### src/rtl/float_types_pkg.sv
// Shared IEEE-754 single-precision types, constants and classification helpers
// for the floating-point summator/subtractor family.
package float_types_pkg;

    localparam int unsigned FP_W    = 32;
    localparam int unsigned EXP_W   = 8;
    localparam int unsigned FRAC_W  = 23;
    localparam int unsigned MANT_W  = 27;
    localparam int unsigned EXPS_W  = 10;
    localparam int unsigned FP_BIAS = 127;

    localparam logic [EXP_W-1:0] FP_EXP_MAX = 8'hFF;
    localparam logic [FP_W-1:0]  FP_QNAN    = 32'h7FC00000;

    typedef struct packed {
        logic              sign;
        logic [EXP_W-1:0]  exp;
        logic [FRAC_W-1:0] frac;
    } float_point_num;

    typedef enum logic [1:0] {
        ST_OK   = 2'd0,
        ST_ZERO = 2'd1,
        ST_OVF  = 2'd2,
        ST_NAN  = 2'd3
    } fp_status_e;

    typedef enum logic [2:0] {
        S_IDLE  = 3'd0,
        S_SPEC  = 3'd1,
        S_ALIGN = 3'd2,
        S_ADD   = 3'd3,
        S_NORM  = 3'd4,
        S_ROUND = 3'd5,
        S_DONE  = 3'd6
    } sub_state_e;

    function automatic logic fp_is_nan(input float_point_num f);
        return (f.exp == FP_EXP_MAX) && (f.frac != '0);
    endfunction

    function automatic logic fp_is_inf(input float_point_num f);
        return (f.exp == FP_EXP_MAX) && (f.frac == '0);
    endfunction

    // Denormals are treated as zero.
    function automatic logic fp_is_zero(input float_point_num f);
        return (f.exp == '0);
    endfunction

endpackage

### src/rtl/fp_round_rne.sv
// Round-to-nearest-even of a normalised 27-bit mantissa (hidden, frac, G, R, S)
// with exponent correction and overflow detection.
module fp_round_rne
    import float_types_pkg::*;
(
    input  logic [MANT_W-1:0]        i_mant,
    input  logic signed [EXPS_W-1:0] i_exp,
    output logic [FRAC_W-1:0]        o_frac,
    output logic [EXP_W-1:0]         o_exp,
    output logic                     o_ovf
);
    localparam int unsigned RND_W = FRAC_W + 2;

    logic                     w_lsb;
    logic                     w_guard;
    logic                     w_sticky;
    logic                     w_up;
    logic [RND_W-1:0]         w_rnd;
    logic signed [EXPS_W-1:0] w_exp;

    assign w_lsb    = i_mant[3];
    assign w_guard  = i_mant[2];
    assign w_sticky = i_mant[1] | i_mant[0];
    assign w_up     = w_guard & (w_sticky | w_lsb);

    // A carry out of the rounded mantissa means 1.111..1 became 10.000..0
    assign w_rnd  = {1'b0, i_mant[MANT_W-1:3]} + RND_W'(w_up);
    assign w_exp  = i_exp + $signed(EXPS_W'(w_rnd[RND_W-1]));
    assign o_frac = w_rnd[RND_W-1] ? w_rnd[FRAC_W:1] : w_rnd[FRAC_W-1:0];
    assign o_exp  = w_exp[EXP_W-1:0];
    assign o_ovf  = (w_exp >= $signed(EXPS_W'(FP_EXP_MAX)));

endmodule

### src/rtl/seq_fp_subtractor.sv
// Multi-cycle single-precision subtractor (a - b) behind valid/ready handshakes;
// aligns and normalises one bit per cycle.
module seq_fp_subtractor
    import float_types_pkg::*;
#(
    parameter int unsigned ALIGN_MAX = 26
) (
    input  logic           clk_i,
    input  logic           rst_i,
    input  logic           vld_i,
    output logic           rdy_o,
    input  float_point_num a_i,
    input  float_point_num b_i,
    output logic           vld_o,
    input  logic           rdy_i,
    output float_point_num answer_o,
    output fp_status_e     answer_status_o
);
    localparam int unsigned D_W = $clog2(ALIGN_MAX + 2);

    sub_state_e               r_state;
    float_point_num           r_a;
    float_point_num           r_b;
    logic                     r_sign_x;
    logic                     r_sub;
    logic signed [EXPS_W-1:0] r_exp;
    logic [MANT_W-1:0]        r_mx;
    logic [MANT_W-1:0]        r_my;
    logic [MANT_W:0]          r_sum;
    logic [D_W-1:0]           r_d;
    logic                     r_rdy;
    logic                     r_vld;
    float_point_num           r_answer;
    fp_status_e               r_status;

    logic                     w_a_nan, w_b_nan, w_a_inf, w_b_inf, w_a_zero, w_b_zero;
    float_point_num           w_af, w_bf, w_x, w_y;
    logic                     w_swap;
    logic [EXPS_W-1:0]        w_exp_diff;
    logic [D_W-1:0]           w_d;
    logic [MANT_W-1:0]        w_mx, w_my;
    logic [MANT_W:0]          w_sum;
    logic [FRAC_W-1:0]        w_rnd_frac;
    logic [EXP_W-1:0]         w_rnd_exp;
    logic                     w_rnd_ovf;

    // Operand classification on the registered (b-negated) operands
    assign w_a_nan  = fp_is_nan(r_a);
    assign w_b_nan  = fp_is_nan(r_b);
    assign w_a_inf  = fp_is_inf(r_a);
    assign w_b_inf  = fp_is_inf(r_b);
    assign w_a_zero = fp_is_zero(r_a);
    assign w_b_zero = fp_is_zero(r_b);

    assign w_af = w_a_zero ? float_point_num'({r_a.sign, 31'b0}) : r_a;
    assign w_bf = w_b_zero ? float_point_num'({r_b.sign, 31'b0}) : r_b;

    // x is the operand of larger magnitude, y gets aligned to it
    assign w_swap     = {w_bf.exp, w_bf.frac} > {w_af.exp, w_af.frac};
    assign w_x        = w_swap ? w_bf : w_af;
    assign w_y        = w_swap ? w_af : w_bf;
    assign w_exp_diff = EXPS_W'(w_x.exp) - EXPS_W'(w_y.exp);
    assign w_d        = (w_exp_diff > EXPS_W'(ALIGN_MAX)) ? D_W'(ALIGN_MAX + 1)
                                                          : D_W'(w_exp_diff);
    assign w_mx       = {(w_x.exp != '0), w_x.frac, 3'b000};
    assign w_my       = {(w_y.exp != '0), w_y.frac, 3'b000};

    assign w_sum = r_sub ? ({1'b0, r_mx} - {1'b0, r_my})
                         : ({1'b0, r_mx} + {1'b0, r_my});

    fp_round_rne u_round (
        .i_mant (r_sum[MANT_W-1:0]),
        .i_exp  (r_exp),
        .o_frac (w_rnd_frac),
        .o_exp  (w_rnd_exp),
        .o_ovf  (w_rnd_ovf)
    );

    always_ff @(posedge clk_i or posedge rst_i) begin
        if (rst_i) begin
            r_state  <= S_IDLE;
            r_a      <= '0;
            r_b      <= '0;
            r_sign_x <= 1'b0;
            r_sub    <= 1'b0;
            r_exp    <= '0;
            r_mx     <= '0;
            r_my     <= '0;
            r_sum    <= '0;
            r_d      <= '0;
            r_rdy    <= 1'b1;
            r_vld    <= 1'b0;
            r_answer <= '0;
            r_status <= ST_OK;
        end else begin
            case (r_state)
                S_IDLE: begin
                    if (vld_i && r_rdy) begin
                        r_a     <= a_i;
                        r_b     <= {~b_i.sign, b_i.exp, b_i.frac};
                        r_rdy   <= 1'b0;
                        r_state <= S_SPEC;
                    end
                end

                S_SPEC: begin
                    if (w_a_nan || w_b_nan || (w_a_inf && w_b_inf && (r_a.sign != r_b.sign))) begin
                        r_answer <= float_point_num'(FP_QNAN);
                        r_status <= ST_NAN;
                        r_vld    <= 1'b1;
                        r_state  <= S_DONE;
                    end else if (w_a_inf) begin
                        r_answer <= r_a;
                        r_status <= ST_OVF;
                        r_vld    <= 1'b1;
                        r_state  <= S_DONE;
                    end else if (w_b_inf) begin
                        r_answer <= r_b;
                        r_status <= ST_OVF;
                        r_vld    <= 1'b1;
                        r_state  <= S_DONE;
                    end else if (w_a_zero && w_b_zero) begin
                        r_answer <= '0;
                        r_status <= ST_ZERO;
                        r_vld    <= 1'b1;
                        r_state  <= S_DONE;
                    end else begin
                        r_sign_x <= w_x.sign;
                        r_sub    <= r_a.sign ^ r_b.sign;
                        r_exp    <= $signed({2'b00, w_x.exp});
                        r_mx     <= w_mx;
                        r_my     <= w_my;
                        r_d      <= w_d;
                        r_state  <= (w_d == '0) ? S_ADD : S_ALIGN;
                    end
                end

                // Beyond ALIGN_MAX every bit of y lands below S, so only its OR survives
                S_ALIGN: begin
                    if (r_d > D_W'(ALIGN_MAX)) begin
                        r_my    <= {{(MANT_W-1){1'b0}}, |r_my};
                        r_d     <= '0;
                        r_state <= S_ADD;
                    end else begin
                        r_my <= {1'b0, r_my[MANT_W-1:2], r_my[1] | r_my[0]};
                        r_d  <= r_d - D_W'(1);
                        if (r_d == D_W'(1)) begin
                            r_state <= S_ADD;
                        end
                    end
                end

                S_ADD: begin
                    if (w_sum == '0) begin
                        r_answer <= '0;
                        r_status <= ST_ZERO;
                        r_vld    <= 1'b1;
                        r_state  <= S_DONE;
                    end else begin
                        r_sum   <= w_sum;
                        r_state <= (w_sum[MANT_W] || !w_sum[MANT_W-1]) ? S_NORM : S_ROUND;
                    end
                end

                S_NORM: begin
                    if (r_sum[MANT_W]) begin
                        r_sum   <= {1'b0, r_sum[MANT_W:2], r_sum[1] | r_sum[0]};
                        r_exp   <= r_exp + 10'sd1;
                        r_state <= S_ROUND;
                    end else if (r_exp == 10'sd1) begin
                        // Next left shift would produce a denormal: flush
                        r_answer <= float_point_num'({r_sign_x, 31'b0});
                        r_status <= ST_ZERO;
                        r_vld    <= 1'b1;
                        r_state  <= S_DONE;
                    end else begin
                        r_sum <= {r_sum[MANT_W-1:0], 1'b0};
                        r_exp <= r_exp - 10'sd1;
                        if (r_sum[MANT_W-2]) begin
                            r_state <= S_ROUND;
                        end
                    end
                end

                S_ROUND: begin
                    if (w_rnd_ovf) begin
                        r_answer <= {r_sign_x, FP_EXP_MAX, {FRAC_W{1'b0}}};
                        r_status <= ST_OVF;
                    end else begin
                        r_answer <= {r_sign_x, w_rnd_exp, w_rnd_frac};
                        r_status <= ST_OK;
                    end
                    r_vld   <= 1'b1;
                    r_state <= S_DONE;
                end

                S_DONE: begin
                    if (rdy_i) begin
                        r_vld   <= 1'b0;
                        r_rdy   <= 1'b1;
                        r_state <= S_IDLE;
                    end
                end

                default: begin
                    r_vld   <= 1'b0;
                    r_rdy   <= 1'b1;
                    r_state <= S_IDLE;
                end
            endcase
        end
    end

    assign rdy_o           = r_rdy;
    assign vld_o           = r_vld;
    assign answer_o        = r_answer;
    assign answer_status_o = r_status;

endmodule

### config.mk
export PLATFORM = sky130hd
export DESIGN_NAME = seq_fp_subtractor
export DESIGN_NICKNAME = d
export VERILOG_FILES = /design/src/rtl/float_types_pkg.sv /design/src/rtl/fp_round_rne.sv /design/src/rtl/seq_fp_subtractor.sv
export SDC_FILE = /design/constraint.sdc
export NUM_CORES = 1
export LEC_CHECK = 0
export ABC_AREA = 1
export CORE_ASPECT_RATIO = 2
export CORE_MARGIN = 5
export CORE_UTILIZATION = 47
export CTS_CLUSTER_DIAMETER = 80
export DETAILED_ROUTE_END_ITERATION = 8
export PLACE_DENSITY = 0.66
export SYNTH_ARGS = -nofsm -noshare
export SYNTH_HDL_FRONTEND = slang
export SYNTH_HIERARCHICAL = 1
export SYNTH_SLANG_ARGS = --single-unit
export TNS_END_PERCENT = 1
### constraint.sdc
create_clock -name clk_i -period 6.5 [get_ports clk_i]
set_input_delay 0.65 -clock clk_i [delete_from_list [all_inputs] [get_ports clk_i]]
set_output_delay 0.65 -clock clk_i [all_outputs]
set_load 0.05 [all_outputs]
---- Word-level counts from Yosys, hierarchy flattened ----
Index checks and enable logic that the tools add are counted.
cells by class
  reductions and logical operators ........ 40
  order comparisons ....................... 4
  eq/ne operators ......................... 25
  bitwise gates (word level) .............. 12
  add/subtract/negate cells ............... 8
  muxes and demuxes ....................... 75
operators by type and width
  kind                  count
  $mux W32              8
  $pmux W32 S4          1
  $mux W31              4
  $mux W28              4
  $mux W27              4
  $mux W10              6
  $pmux W28 S2          1
  $pmux W27 S2          1
  $logic_not A23 Y1     2
  $reduce_bool A23 Y1   2
  $mux W3               11
  $gt A31 B31 Y1        1
  $mux W5               6
  $add A27 B27 Y28      1
  $logic_not A28 Y1     1
  $sub A27 B27 Y28      1
  $reduce_or A27 Y1     1
  $mux W26              1
  $add A24 B1 Y25       1
  $mux W23              1
  $pmux W3 S7           1
  $ne A2 B2 Y1 const B  10
  $pmux W10 S2          1
  $mux W2               9
  other kinds (43)      85
word-level totals
  output and inout port bits .............. 36
  bits of input ports ..................... 68
  bits in registers ....................... 199

---- Logic depth before layout (Yosys ltp) ----
  word-level depth ........................ 14
  gate-level depth with buffers ........... 33
  mapped depth without buffers ............ 32

---- Cells and area by module ----
Netlist, hierarchy kept.
by module, submodules not included
  module             times used  cells each  area each (um^2)  seq. area each (um^2)
  seq_fp_subtractor  1           1998        14197.4           4981.0
  fp_round_rne       1           200         1023.5            0.0

---- Worst setup path after synthesis ----
OpenSTA, ideal clock, no wires.
  kind .................................... register -> register
  start point ............................. register r_b[29] (netlist bit)
  end point ............................... register r_d[4]
  slack ................................... 2.791 ns
  data arrival time ....................... 3.586 ns
  library setup time ...................... 0.123 ns
  path buffers ............................ 2
  cell stages (with the launch flop) ...... 32
  cells stage by stage .................... dfrtp_1 -> inv_1 -> nand4_1 -> nor2_1 -> clkbuf_1 -> nor2_1 -> ha_1 -> nand2_1 -> nor2_1 -> inv_1 -> nor2_2 -> nand2_1 -> nand2_1 -> nand2_1 -> nand2_4 -> nand2_4 -> buf_6 -> nand2_1 -> nand2_1 -> nand2_1 -> ha_1 -> inv_1 -> nand2_1 -> nand2_1 -> nand2_1 -> nand2_1 -> nand3_1 -> nor2_1 -> nor2_1 -> nand2_1 -> o21ai_0 -> nand2_1
between the ends
  word-level cells in the longest chain between the ends .. 12
  elaborated cells between the ends (all ways) .. 25
  those cells by class .................... add/sub: 1; order compare: 2; eq/ne: 4; mux: 9; reduce/logical: 9
ends and longest elaborated chain
  element                               line                                              text
  start: declaration                    seq_fp_subtractor.sv:23                           float_point_num r_b;
  start signal: assignment              seq_fp_subtractor.sv:100                          r_b <= {~b_i.sign, b_i.exp, b_i.frac};
  $logic_not A8 Y1                      float_types_pkg.sv:48                             return (f.exp == '0);
  $mux W31                              seq_fp_subtractor.sv:56                           assign w_bf = w_b_zero ? float_point_num'({r_b.sign, 31'b0}) : r_b;
  $gt A31 B31 Y1                        seq_fp_subtractor.sv:59                           assign w_swap = {w_bf.exp, w_bf.frac} > {w_af.exp, w_af.frac};
  $mux W32 or $mux W31 (tied branches)  seq_fp_subtractor.sv:60, seq_fp_subtractor.sv:61
  $sub A8 B8 Y9                         seq_fp_subtractor.sv:62                           assign w_exp_diff = EXPS_W'(w_x.exp) - EXPS_W'(w_y.exp);
  $gt A10 B5 Y1                         seq_fp_subtractor.sv:63                           assign w_d = (w_exp_diff > EXPS_W'(ALIGN_MAX)) ? D_W'(ALIGN_MAX + 1)
  $mux W5                               seq_fp_subtractor.sv:63
  $mux W5                               seq_fp_subtractor.sv:122                          end else if (w_a_zero && w_b_zero) begin
  $mux W5                               seq_fp_subtractor.sv:117                          end else if (w_b_inf) begin
  $mux W5                               seq_fp_subtractor.sv:112                          end else if (w_a_inf) begin
  $mux W5                               seq_fp_subtractor.sv:107                          if (w_a_nan || w_b_nan || (w_a_inf && w_b_inf && (r_a.sign != r_b.sign))) begin
  $pmux W5 S2                           seq_fp_subtractor.sv:96                           case (r_state)
  end signal: assignment                seq_fp_subtractor.sv:133                          r_d <= w_d;
  end signal: assignment                seq_fp_subtractor.sv:146                          r_d <= r_d - D_W'(1);
  end: declaration                      seq_fp_subtractor.sv:30                           logic [D_W-1:0] r_d;
Parallel ways exist; a longest one is shown, timed or not. The select of a mux whose other input is x is not followed.
A chain may end at the register's enable or synchronous reset.

---- Worst setup path after layout ----
  start point ............................. register r_a[26] (netlist bit)
  end point ............................... register r_my[26]
between the ends
  word-level cells in the longest chain between the ends .. 10
  elaborated cells between the ends (all ways) .. 22
  those cells by class .................... order compare: 1; eq/ne: 4; mux: 7; reduce/logical: 10
ends and longest elaborated chain
  element                   line                      text
  start: declaration        seq_fp_subtractor.sv:22   float_point_num r_a;
  start signal: assignment  seq_fp_subtractor.sv:99   r_a <= a_i;
  $logic_not A8 Y1          float_types_pkg.sv:48
  $mux W31                  seq_fp_subtractor.sv:55   assign w_af = w_a_zero ? float_point_num'({r_a.sign, 31'b0}) : r_a;
  $gt A31 B31 Y1            seq_fp_subtractor.sv:59
  $mux W31                  seq_fp_subtractor.sv:61   assign w_y = w_swap ? w_af : w_bf;
  $reduce_bool A8 Y1        seq_fp_subtractor.sv:66   assign w_my = {(w_y.exp != '0), w_y.frac, 3'b000};
  $mux W27                  seq_fp_subtractor.sv:122
  $mux W27                  seq_fp_subtractor.sv:117
  $mux W27                  seq_fp_subtractor.sv:112
  $mux W27                  seq_fp_subtractor.sv:107
  $pmux W27 S2              seq_fp_subtractor.sv:96
  end signal: assignment    seq_fp_subtractor.sv:132  r_my <= w_my;
  end signal: assignment    seq_fp_subtractor.sv:141  r_my <= {{(MANT_W-1){1'b0}}, |r_my};
  end signal: assignment    seq_fp_subtractor.sv:145  r_my <= {1'b0, r_my[MANT_W-1:2], r_my[1] | r_my[0]};
  end: declaration          seq_fp_subtractor.sv:28   logic [MANT_W-1:0] r_my;
Parallel ways exist; a longest one is shown, timed or not. The select of a mux whose other input is x is not followed.

==> summary.md <==
| Metric | Value |
|---|---|
| Setup crit end kind | `flop` |
| Sequential-to-total area share from yosys stat | `32.73%` |
| Routed WL per cell | `17.72 um` |
| Via count | `14760` |
| Total gr overflow | `0` |
| CTS buffer count | `17` |
| Pin count of the biggest net entering global routing | `135` |
| Num rows | `93` |
| Synth warn | `6` |
| Slew HR | `33.08%` |
| Hold-fix buffers at CTS | `0` |
| Die Ht | `264.5 um` |
| Starting density of the core | `47.39%` |
| EDFF count, synth | `0` |
| Clock sink total | `roughly 200` |
| Clock Latency Late Sink | `between 400 and 500 ps` |
| Startpoint class of the critical path | `flop` |
| Post-synthesis average cell area | `between 6 and 7 um^2` |
| GRT Total Usage | `between 20% and 30%` |
| Clk_skew | `11.89 ps` |
| IO buf count | `103` |
| H-tree levels | `4` |
| Synth cell count leaders | `nand2_1 (536), inv_1 (272), nor2_1 (211)` |
| RSZ-0062 raised after global routing | `false` |
| Total negative setup slack | `0 ps` |
| Post CTS Setup Buffer Count | `0` |
| Clock Pin Slew Worst Setup and Hold Paths | `80 ps` |
| Power density over the cells | `143.6 nW/um^2` |
| DRC Markers | `0` |
| Syn Inst Count | `approximately 2200` |
| Final ANT Viol Nets | `0` |
| Leak Pwr | `0.008898 uW` |
| Status | `complete, no violations` |
| Least-Margin Pin Slew | `~1000 ps` |
| Post-synth net total | `2357` |
| Design Area, Final | `17140 um^2` |
| Root Driver | `clkbuf_16` |
| Initial antenna violation count | `0` |
| DP HPWL | `roughly 39000 um` |
| Vias per cell | `5.494` |
| Die ar. | `36300 um^2` |
| Hold Fails Final Rpt | `0` |
| Worst hold path class | `reg2reg` |
| Total Wirelength | `47610 um` |
| Clock buffer depth | `2` |
| Top cells by area, synth | `dfrtp_1 (33%), nand2_1 (13%), ha_1 (7.4%)` |
| Die Wd | `between 100 and 150 um` |
| I/O pin cnt | `around 100` |
| Most common cell in the synthesized netlist | `nand2_1` |
| Pins over their slew limit | `0` |
| Final period utilization | `between 70% and 80%` |
| Critical Path AT | `5410 ps` |
| TritonCTS clock tree | `done` |
| Worst path required time | `6820 ps` |
| Cell Area, Placed | `16510 um^2` |
| DRT iter0 DRCs | `739` |
| Synth top area share | `32.55%` |
| Syn-to-layout area delta | `12.62%` |
| Fin nets | `roughly 2400` |
| Vias in the first global route | `14650` |
| Share of flip-flops with an asynchronous set or reset | `100.0%` |
| Post_cts resized | `0` |
| Cell taking the most area after synthesis | `dfrtp_1` |
| Cell variety after synth | `61` |
| Global-route wire length before repair | `about 76000 um` |
| Post-route minimum period | `between 5000 and 6000 ps` |
| Maximum capacitance violations | `0` |
| Max rail drop VDD | `roughly 0.18 mV` |
| Gpl congestion | `0.9655` |
| Mapped cell area | `15220 um^2` |
| Diode count | `0` |
| Seq cells post-synth | `between 150 and 200` |
| Max Fclk | `196.7 MHz` |
| Crit Path Category | `reg2reg` |
| Final setup violation count | `0` |
| Top FF cell, synth | `dfrtp_1` |
| Core ar. | `32120 um^2` |
| TritonRoute pass-1 iters | `5` |
| CP max FO | `53` |
| Layout cells sized above 1 | `5.841%` |
## cells in the final DEF (no fill, tap or decap), types with 9 or more instances in the layout
| cell | instances |
|---|---|
| dfrtp_1 | 198 |
| nand3_1 | 96 |
| nor2_1 | 211 |
| nand4_1 | 39 |
| o21ai_1 | 44 |
| clkbuf_16 | 17 |
| ha_1 | 90 |
| inv_2 | 11 |
| xor2_1 | 35 |
| mux2_2 | 30 |
| o21ai_0 | 175 |
| o22ai_1 | 22 |
| nand2_1 | 535 |
| o221ai_1 | 11 |
| a22oi_1 | 12 |
| o21bai_1 | 9 |
| a21oi_1 | 160 |
| o211ai_1 | 13 |
| inv_1 | 271 |
| buf_4 | 14 |
| a21o_1 | 12 |
| a2bb2oi_1 | 15 |
| nor4_1 | 18 |
| nor3_1 | 23 |
| clkdlybuf4s50_1 | 103 |
## report_power, final
group / internal [uW] / leakage [uW] / switching (uW)
Clock: 627 / 0.000300 / 532
Sequential: 1240 / 0.00260 / 0
Combinational: 35.6 / 0.00600 / 30.0
## sequential cells by signal (all words and copies together) (netlist names)
register and cells:
answer_o 32, answer_status_o 2, r_a 32, r_b 32
r_d 5, r_exp 10, r_mx 24, r_my 27
r_sign_x 1, r_state 3, r_sub 1, r_sum 28
rdy_o 1, vld_o 1
## worst max-delay path: stages, from the launching register on
cell and delay, ps:
dfrtp_1 410, inv_1 120, nand4_1 140, nor2_1 230, clkinv_1 550, buf_4 400
nand2_1 90, ha_1 150, nand2_1 70, nor2_1 310, nand2_1 110, nor2_1 140
nand2_1 110, nand2_4 170, nand2_4 310, o21ai_0 410, nand4_1 200, nor4b_1 710
buf_4 230, o22ai_1 60
## final timing paths
check / start / end / slack, ps / depth (start not counted)
worst max-delay path: r_a[26]$_DFFE_PP0P_ / r_my[26]$_DFFE_PP0P_ / 1420 / 19
worst min-delay path: answer_o[19]$_DFFE_PP0P_ / answer_o[19]$_DFFE_PP0P_ / 470 / 2
worst max register to register: r_a[26]$_DFFE_PP0P_ / r_my[26]$_DFFE_PP0P_ / 1420 / 19
worst min register to register: answer_o[19]$_DFFE_PP0P_ / answer_o[19]$_DFFE_PP0P_ / 470 / 2
max in group asynchronous: rst_i / r_a[25]$_DFFE_PP0P_ / 4260 / 3
min in group asynchronous: rst_i / r_sum[21]$_DFFE_PP0P_ / 750 / 2
## cell families after synthesis
kind of cell / count (synthesis) / share of synthesized area [%]
compound gates: 507 / 18.95
xor+xnor: 39 / 2.244
fa+ha+maj: 91 / 7.530
buf+inv: 375 / 9.708
flops: 199 / 32.73
mux: 30 / 2.219
simple gates: 957 / 26.63
## per-layer routing
metal / wire length, um / vias to the layer above / global-route usage [%]
li1: - / 7366 / -
met1: 16970 / 6909 / 27.23
met2: 26250 / 367 / 50.42
met3: 1491 / 121 / 2.810
met4: 2901 / 0 / 15.25
met5: 0 / - / 0
## final cells by class
type / count / area, um^2
clock buffer: 18 / 439.2
clock inverter: 14 / 191.4
fill: 3257 / 14970
inverter: 288 / 1090
multi-input combinational: 1624 / 8770
sequential: 199 / 4981
tap: 427 / 534.3
timing repair buffer: 117 / 1136
## metrics by stage
stage	util [%]	hold WS [ps]	instances	power, uW	setup slack, ps
2_1_floorplan	-	487.0	2198	1280	426.0
4_1_cts	53.37	476.0	2687	2482	1492
5_1_grt	53.37	486.7	2687	2538	965.1
3_5_place_dp	51.41	457.9	2655	1330	1547
3_3_place_gp	51.41	452.4	2655	1329	1569
6_report	53.37	469.7	2687	2462	1416
(Power assumes the default switching activity.)
